### src/rtl/pwm_pkg.sv
// Shared definitions for the multi-channel PWM block: mode and count-direction encodings.
// Latency: n/a (types and constants only).
// Backpressure: n/a.
package pwm_pkg;

    localparam int PWM_CNT_W_DEF = 16;

    typedef enum logic {
        PWM_EDGE   = 1'b0,
        PWM_CENTER = 1'b1
    } pwm_mode_t;

    typedef enum logic {
        DIR_UP   = 1'b0,
        DIR_DOWN = 1'b1
    } pwm_dir_t;

endpackage

### src/rtl/pwm_cmp_ch.sv
// One PWM channel: duty shadow register plus registered compare against the shared counter.
// Latency: pwm follows cnt by one clock; a duty_we write is seen by the compare on the next clock.
// Backpressure: none; duty_we is a single-cycle strobe from the top-level boundary logic.
module pwm_cmp_ch #(
    parameter int CNT_W = 16
) (
    input  logic             clk,
    input  logic             rst,
    input  logic             en,
    input  logic [CNT_W-1:0] cnt,
    input  logic             duty_we,
    input  logic [CNT_W-1:0] duty_nxt,
    output logic             pwm
);

    logic [CNT_W-1:0] duty_sh;

    // Shadow duty update at period boundaries and registered compare (forced low while stopped).
    always_ff @(posedge clk) begin
        if (rst) begin
            duty_sh <= '0;
            pwm     <= 1'b0;
        end else begin
            if (duty_we) begin
                duty_sh <= duty_nxt;
            end
            pwm <= en && (cnt < duty_sh);
        end
    end

endmodule

### src/rtl/pwm_multi_ch.sv
// Multi-channel PWM: one shared period counter (edge or center aligned) with double-buffered period/duty/mode.
// Latency: pwm_out and period_tick are registered, one clock behind cnt; staged values apply at the next boundary.
// Backpressure: none; load is a one-cycle pulse that is always accepted (later loads overwrite staged values).
module pwm_multi_ch
    import pwm_pkg::*;
#(
    parameter int CH    = 4,
    parameter int CNT_W = PWM_CNT_W_DEF
) (
    input  logic                clk,
    input  logic                rst,
    input  logic                en,
    input  logic [CNT_W-1:0]    period,
    input  logic [CH*CNT_W-1:0] duty,
    input  logic                center_mode,
    input  logic                load,
    output logic [CH-1:0]       pwm_out,
    output logic                period_tick,
    output logic                load_pending,
    output logic [CNT_W-1:0]    cnt
);

    localparam logic [CNT_W-1:0] ONE = CNT_W'(1);

    logic [CNT_W-1:0]    cnt_q, cnt_d;
    pwm_dir_t            dir_q, dir_d;
    logic                tick_q, tick_d;
    logic                run_q;

    logic [CNT_W-1:0]    period_sh, stg_period, nxt_period;
    pwm_mode_t           mode_sh, stg_mode, in_mode;
    logic [CH*CNT_W-1:0] stg_duty, duty_src;
    logic                pend_q;

    logic                first_run, boundary, apply, bypass, shadow_we;

    assign in_mode   = center_mode ? PWM_CENTER : PWM_EDGE;
    assign first_run = en && !run_q;

    // Shadow transfer point: every cycle when P is 0, cnt==P in edge mode, return to 0 (or run start) in center mode.
    always_comb begin
        boundary = 1'b0;
        if (period_sh == '0) begin
            boundary = 1'b1;
        end else if (mode_sh == PWM_EDGE) begin
            boundary = (cnt_q == period_sh);
        end else begin
            boundary = (cnt_q == '0) && ((dir_q == DIR_DOWN) || first_run);
        end
    end

    // While stopped there is no period to protect, so every cycle behaves as a boundary.
    assign apply      = !en || boundary;
    assign bypass     = apply && load;
    assign shadow_we  = apply && (load || pend_q);
    assign nxt_period = bypass ? period : (shadow_we ? stg_period : period_sh);
    assign duty_src   = bypass ? duty : stg_duty;

    // Counter / direction next state; the center-mode turn at 0 uses the period that is about to be shadowed.
    always_comb begin
        cnt_d  = cnt_q;
        dir_d  = dir_q;
        tick_d = 1'b0;
        if (!en) begin
            cnt_d = '0;
            dir_d = DIR_UP;
        end else if ((period_sh == '0) || ((mode_sh == PWM_EDGE) && (cnt_q == period_sh))) begin
            cnt_d  = '0;
            dir_d  = DIR_UP;
            tick_d = 1'b1;
        end else if (mode_sh == PWM_EDGE) begin
            cnt_d = cnt_q + ONE;
        end else if (boundary) begin
            cnt_d = (nxt_period == '0) ? '0 : ONE;
            dir_d = DIR_UP;
        end else if (dir_q == DIR_UP) begin
            if (cnt_q == period_sh) begin
                cnt_d  = cnt_q - ONE;
                dir_d  = DIR_DOWN;
                tick_d = (cnt_q == ONE);
            end else begin
                cnt_d = cnt_q + ONE;
            end
        end else begin
            cnt_d  = cnt_q - ONE;
            tick_d = (cnt_q == ONE);
        end
    end

    // Counter, direction, tick and run-history registers.
    always_ff @(posedge clk) begin
        if (rst) begin
            cnt_q  <= '0;
            dir_q  <= DIR_UP;
            tick_q <= 1'b0;
            run_q  <= 1'b0;
        end else begin
            cnt_q  <= cnt_d;
            dir_q  <= dir_d;
            tick_q <= tick_d;
            run_q  <= en;
        end
    end

    // Staging and shadow registers for period/mode; a load at a boundary goes straight to the shadow.
    always_ff @(posedge clk) begin
        if (rst) begin
            period_sh  <= '0;
            mode_sh    <= PWM_EDGE;
            stg_period <= '0;
            stg_mode   <= PWM_EDGE;
            stg_duty   <= '0;
            pend_q     <= 1'b0;
        end else if (shadow_we) begin
            period_sh <= nxt_period;
            mode_sh   <= bypass ? in_mode : stg_mode;
            pend_q    <= 1'b0;
        end else if (load) begin
            stg_period <= period;
            stg_duty   <= duty;
            stg_mode   <= in_mode;
            pend_q     <= 1'b1;
        end
    end

    for (genvar i = 0; i < CH; i++) begin : g_ch
        pwm_cmp_ch #(
            .CNT_W(CNT_W)
        ) u_ch (
            .clk      (clk),
            .rst      (rst),
            .en       (en),
            .cnt      (cnt_q),
            .duty_we  (shadow_we),
            .duty_nxt (duty_src[i*CNT_W +: CNT_W]),
            .pwm      (pwm_out[i])
        );
    end

    assign cnt          = cnt_q;
    assign period_tick  = tick_q;
    assign load_pending = pend_q;

endmodule

### config.mk
export PLATFORM = sky130hd
export DESIGN_NAME = pwm_multi_ch
export DESIGN_NICKNAME = d
export VERILOG_FILES = /design/src/rtl/pwm_pkg.sv /design/src/rtl/pwm_cmp_ch.sv /design/src/rtl/pwm_multi_ch.sv
export SDC_FILE = /design/constraint.sdc
export NUM_CORES = 1
export LEC_CHECK = 0
export CAP_MARGIN = 10
export CORE_MARGIN = 2
export CORE_UTILIZATION = 40
export DETAILED_ROUTE_END_ITERATION = 8
export PLACE_DENSITY = 0.69
export SYNTH_ARGS = -nofsm -noshare
export SYNTH_HDL_FRONTEND = slang
export SYNTH_SLANG_ARGS = --single-unit
### constraint.sdc
create_clock -name clk -period 4.04 [get_ports clk]
set_input_delay 0.808 -clock clk [delete_from_list [all_inputs] [get_ports clk]]
set_output_delay 0.808 -clock clk [all_outputs]
set_load 0.01 [all_outputs]
# Word level (Yosys, flattened, before mapping)
# Index checks and enable logic that the tools add are counted.
[word_totals] register_bits=186 input_bits=85 out_inout_bits=22
[op_classes] add_sub_neg=2 order_cmp=4 n_eq_ne=2 muxes=20 bitwise=3 reduce_logical=22
[ops] op="$mux 16" n=6
[ops] op="$lt 16x16->1" n=4
[ops] op="$mux 64" n=1
[ops] op="$logic_not 16->1" n=3
[ops] op="$add 16x1->16 const B" n=1
[ops] op="$eq 16x1->1 const B" n=1
[ops] op="$eq 16x16->1" n=1
[ops] op="$sub 16x1->16 const B" n=1
[ops] op="$mux 1" n=13
[ops] op="$logic_and 1x1->1" n=9
[ops] op="$logic_or 1x1->1" n=4
[ops] op="$reduce_or 2->1" n=2
[ops] op="$not 1->1" n=3
[ops] op="$reduce_or 3->1" n=1
[ops] op="$logic_not 1->1" n=2
[ops] op="$reduce_and 2->1" n=1

# Depth between registers and ports, before layout
[depth] ltp_word=14 ltp_mapped=12 ltp_nobuf=10

# Cells and area by module
# From an unflattened synthesis, not the netlist that was laid out.
[hier_totals] hier_cells=1294 hier_area_um2=9826.9
[by_module_without_submodules] module="pwm_multi_ch" n_inst=1 cells_each=870 area_each_um2=5928.2 seq_area_each_um2=2362.3
[by_module_without_submodules] module="pwm_cmp_ch" n_inst=4 cells_each=106 area_each_um2=974.7 seq_area_each_um2=340.3

# Worst setup path after synthesis
# Ideal clock, no wire load.
[synth_path] path_kind="register to register" from="register cnt_q[3], in the netlist cnt[3]" to="register cnt_q[0], in the netlist cnt[0]" t_arrival_ns=2.802 t_required_ns=3.913 setup_slack_ns=1.111 stages_incl_launch_ff=12 synth_period_minus_slack_ns=2.929 cell_sequence="dfxtp_1 buf_2 or2_1 or4_4 o311a_4 o21ai_4 o21ai_2 buf_6 a222oi_1 nand4_1 nor4_1 a21oi_1"
[synth_via] elab_chain_cells=12
[synth_lines] element="from (decl)" line_no="pwm_multi_ch.sv:25" rtl="logic [CNT_W-1:0] cnt_q, cnt_d;"
[synth_lines] element="from (signal assigned)" line_no="pwm_multi_ch.sv:98" rtl="cnt_q <= cnt_d;"
[synth_lines] element="$logic_not 16->1" line_no="pwm_multi_ch.sv:48" rtl="boundary = (cnt_q == '0) && ((dir_q == DIR_DOWN) || first_run);"
[synth_lines] element="$logic_and 1x1->1" line_no="pwm_multi_ch.sv:48"
[synth_lines] element="$mux 1" line_no="pwm_multi_ch.sv:45" rtl="end else if (mode_sh == PWM_EDGE) begin"
[synth_lines] element="$mux 1" line_no="pwm_multi_ch.sv:43" rtl="if (period_sh == '0) begin"
[synth_lines] element="$logic_or 1x1->1" line_no="pwm_multi_ch.sv:53" rtl="assign apply = !en || boundary;"
[synth_lines] element="$logic_and 1x1->1" line_no="pwm_multi_ch.sv:55" rtl="assign shadow_we = apply && (load || pend_q);"
[synth_lines] element="$mux 16 (2 in series)" line_no="pwm_multi_ch.sv:56" rtl="assign nxt_period = bypass ? period : (shadow_we ? stg_period : period_sh);"
[synth_lines] element="$logic_not 16->1" line_no="pwm_multi_ch.sv:74" rtl="cnt_d = (nxt_period == '0) ? '0 : ONE;"
[synth_lines] element="$mux 1" line_no="pwm_multi_ch.sv:74"
[synth_lines] element="$mux 16" line_no="pwm_multi_ch.sv:73" rtl="end else if (boundary) begin"
[synth_lines] element="$mux 16" line_no="pwm_multi_ch.sv:71" rtl="end else if (mode_sh == PWM_EDGE) begin"
# Several ways; a longest one is shown, not always the timed one.
# A chain may end at the register's enable or synchronous reset.

# Worst setup path in the final report
[layout_path] from="register cnt_q[2], in the netlist cnt[2]" to="register cnt_q[0], in the netlist cnt[0]"
# Same word-level chain as after synthesis.

==> impl_metrics.csv <==
group,metric,value,unit
status,status,"finished clean",
placed_design,dp_worst_setup_slack,0.377,ns
timing,period_share,0.839,
clock_tree,post_cts_resized,0,
yosys,synth_edf_count,0,
route,drt_wl_total,26.5,mm
route,drt_iter0_drc,700,
floorplan,die_width,157,um
job,drv_cap,0,
setup_path,cp.arrival,3.72,ns
clock_tree,clockRootBuffer,"clkbuf_16",
clock_tree,numCtsBuffers,17,
setup_path,critPathMaxFanout,25,
global_route,grt_max_degree,64,
setup_path,r2r_start,"cnt[2]",
placed_design,post-place-cells,1522,
power,combinationalPowerShare,0.255,
worst_hold_path,hold_path.class,"flop to flop",
layout,synthToLayoutAreaGrowth,20.3,%
yosys,synth_top_area_share,0.399,
yosys,yosysMostFrequentCell,"nand2_1",
timing,hold_ws,0.450,ns
floorplan,io_pins,107,
timing,setup_viol,0,
global_route,antenna_found_initial,0,
worst_hold_path,hp-start,"g_ch[1].u_ch.duty_sh[3]",
setup_path,start_kind,"flop",
setup_path,required,4.37,ns
timing,worst_pin_slew,0.755,ns
timing,slew_headroom,0.496,
route,drc,0,
setup_path,cp-end-kind,"flop",
clock_tree,clk_latency,0.44,ns
yosys,syn_area,9320,um^2
setup_path,crit_path_start,"cnt[2]",
timing,fmax,0.295,GHz
power,clkPwrFrac,0.322,
route,drtPass1Iterations,5,
power,p_int,3.43,mW
placed_design,hpwlAfterDp,17.4,mm
floorplan,rows,55,
route,wl_per_cell,17.1,um
yosys,postSynthNetCount,1319,
yosys,async_flop_share,0,
clock_tree,cts_post_setup_buffers_inserted,0,
layout,nets,1377,
power,p_per_area,458,nW/um^2
route,vias,8669,
timing,rsz0062_at_grt,"no",
worst_hold_path,holdPathStages,2,
power,seqPwrFrac,0.423,
placed_design,portBuffers,106,
global_route,grt_pass1_vias,8293,
timing,post-route-min-period,3.39,ns
yosys,yosys-top-cells-area,"dfxtp_1, nand2_1, a21oi_1",
setup_path,cp_common_cell,"o21ai_4",
yosys,synth_cells,1170,
setup_path,worstSetupPathType,"flop to flop",
yosys,seq_area_frac_synth,0.399,
yosys,synth_common_cells,"nand2_1, dfxtp_1, a21oi_1, inv_1, clkbuf_1",
floorplan,dieArea,24500,um^2
power,sw_frac_of_total,0.332,
timing,hold_viol,0,
setup_path,critPathTopFamily,"compound AO/OA/AOI/OAI gates",
clock_tree,cts.sinks,186,
layout,final_cells,1554,
timing,setup_tns,0,ns
floorplan,start_util,0.409,
setup_path,reg2reg_to,"cnt[0]",
setup_path,crit_path_max_incr_delay,0.54,ns
setup_path,cpMaxStageDelayCell,"dfxtp_1",
floorplan,die_h,157,um
route,ant_nets,0,
setup_path,path_cells,"or2_1, or4_4, o311a_4, o21ai_4, o21ai_4, a222oi_1, nand4_1, nor4_1, a21oi_1",
global_route,grt_pass1_wl,42.6,mm
clock_tree,clkTransAtPathRegs,0.08,ns
power,vdd_drop_max,0.000310,V
yosys,yosysWarnings,0,
timing,drv_slew,0,
global_route,grt-ovfl-total,0,
layout,diodes,0,
yosys,yosysTopAreaCell,"dfxtp_1",
placed_design,gp_congestion,0.881,
timing,clock_skew,0.0125,ns
layout,drive_above_1_share,0.0556,
setup_path,reg2reg_slack,0.65,ns
yosys,avgSynthCellArea,7.97,um^2
timing,fin_ws,0.650,ns
yosys,ys_types,58,
clock_tree,postCtsHoldBufs,0,
route,via_per_inst,5.58,
setup_path,r2r_cells,9,
yosys,synth_seq_cells,186,
worst_hold_path,holdPathEnd,"g_ch[1].u_ch.duty_sh[3]",
clock_tree,cts.path.max_buffers,2,
clock_tree,cts_tree,"built",
clock_tree,htree_levels,4,
floorplan,core_area,22800,um^2
power,switching_power,1.70,mW
setup_path,worst-path-buf-inv,0,
global_route,grt_usage,0.219,
power,leakagePower,4.24,nW
yosys,ys.flop_type,"dfxtp_1",
==> layout make-up <==
class | instances | area [um^2]
Clock buffer | 20 | 457
Fill cell | 2211 | 11600
Multi-Input combinational cell | 819 | 4970
Tap cell | 313 | 392
Timing Repair Buffer | 128 | 1260
Clock inverter | 12 | 121
Inverter | 76 | 285
Sequential cell | 186 | 3720
==> power groups by stage <==
stage | clock network [mW] | registers (mW) | logic, mW
3_3_place_gp | 0 | 2.20 | 1.29
6_report | 1.65 | 2.17 | 1.31
2_1_floorplan | 0 | 2.17 | 0.911
3_5_place_dp | 0 | 2.21 | 1.31
5_1_grt | 1.75 | 2.19 | 1.46
4_1_cts | 1.68 | 2.17 | 1.31
==> per-layer routing <==
metal	routed length [um]	track usage
met3	1360	0.0385
met2	12900	0.374
met5	0	0
met1	11800	0.281
met4	467	0.0677
==> how the worst max path moves through the flow <==
stage / to / cells past startpoint
after detailed placement: cnt[0] / 10
after global routing: cnt[0] / 10
after global placement: cnt[0] / 10
final: cnt[0] / 9
after floorplan: cnt[0] / 11
after CTS: cnt[0] / 9
==> cells in the final DEF, fill, tap and decap left out, types with 12 or more instances in the layout <==
master / Yosys / final
nor4_1: 14 / 14
o21ai_0: 17 / 17
dfxtp_1: 186 / 186
clkbuf_16: 0 / 17
nand2_1: 252 / 251
xor2_1: 22 / 22
ha_1: 64 / 64
clkdlybuf4s50_1: 0 / 105
buf_4: 4 / 20
o221ai_1: 67 / 67
nor2_1: 47 / 46
a21oi_1: 175 / 175
inv_1: 75 / 75
nor3_1: 12 / 12
a21o_1: 29 / 29
==> worst reg2reg max path: cells and delay by family (launching register included) <==
kind | cells | cell delay, ns
simple gates | 4 | 1.26
flops | 1 | 0.54
compound gates | 5 | 1.49
==> kinds of logic after synthesis <==
kind of cell,Yosys count,share of synthesized area
multiplexers,1,0.00107
flip-flops,186,0.399
AND/OR/NAND/NOR,378,0.172
adder cells (fa/ha/maj),64,0.0859
XOR/XNOR,24,0.0226
buffers and inverters,165,0.0705
AO/OA/AOI/OAI,352,0.248
==> flip-flops by register name, summed over array words and instances (netlist names) <==
name	flops
run_q	1
g_ch.u_ch.pwm	4
stg_mode	1
g_ch.u_ch.duty_sh	64
stg_period	16
load_pending	1
cnt	16
mode_sh	1
stg_duty	64
dir_q	1
period_tick	1
period_sh	16
==> stage by stage <==
| step | total power, mW | cell area [um^2] | util |
|---|---|---|---|
| final | 5.13 | 11200 | 0.492 |
| after CTS | 5.16 | 11200 | 0.492 |
| after global placement | 3.49 | 10600 | 0.467 |
| after floorplan | 3.08 | 9320 | - |
| after global routing | 5.40 | 11200 | 0.492 |
| after detailed placement | 3.51 | 10600 | 0.467 |
(Power assumes the default switching activity.)
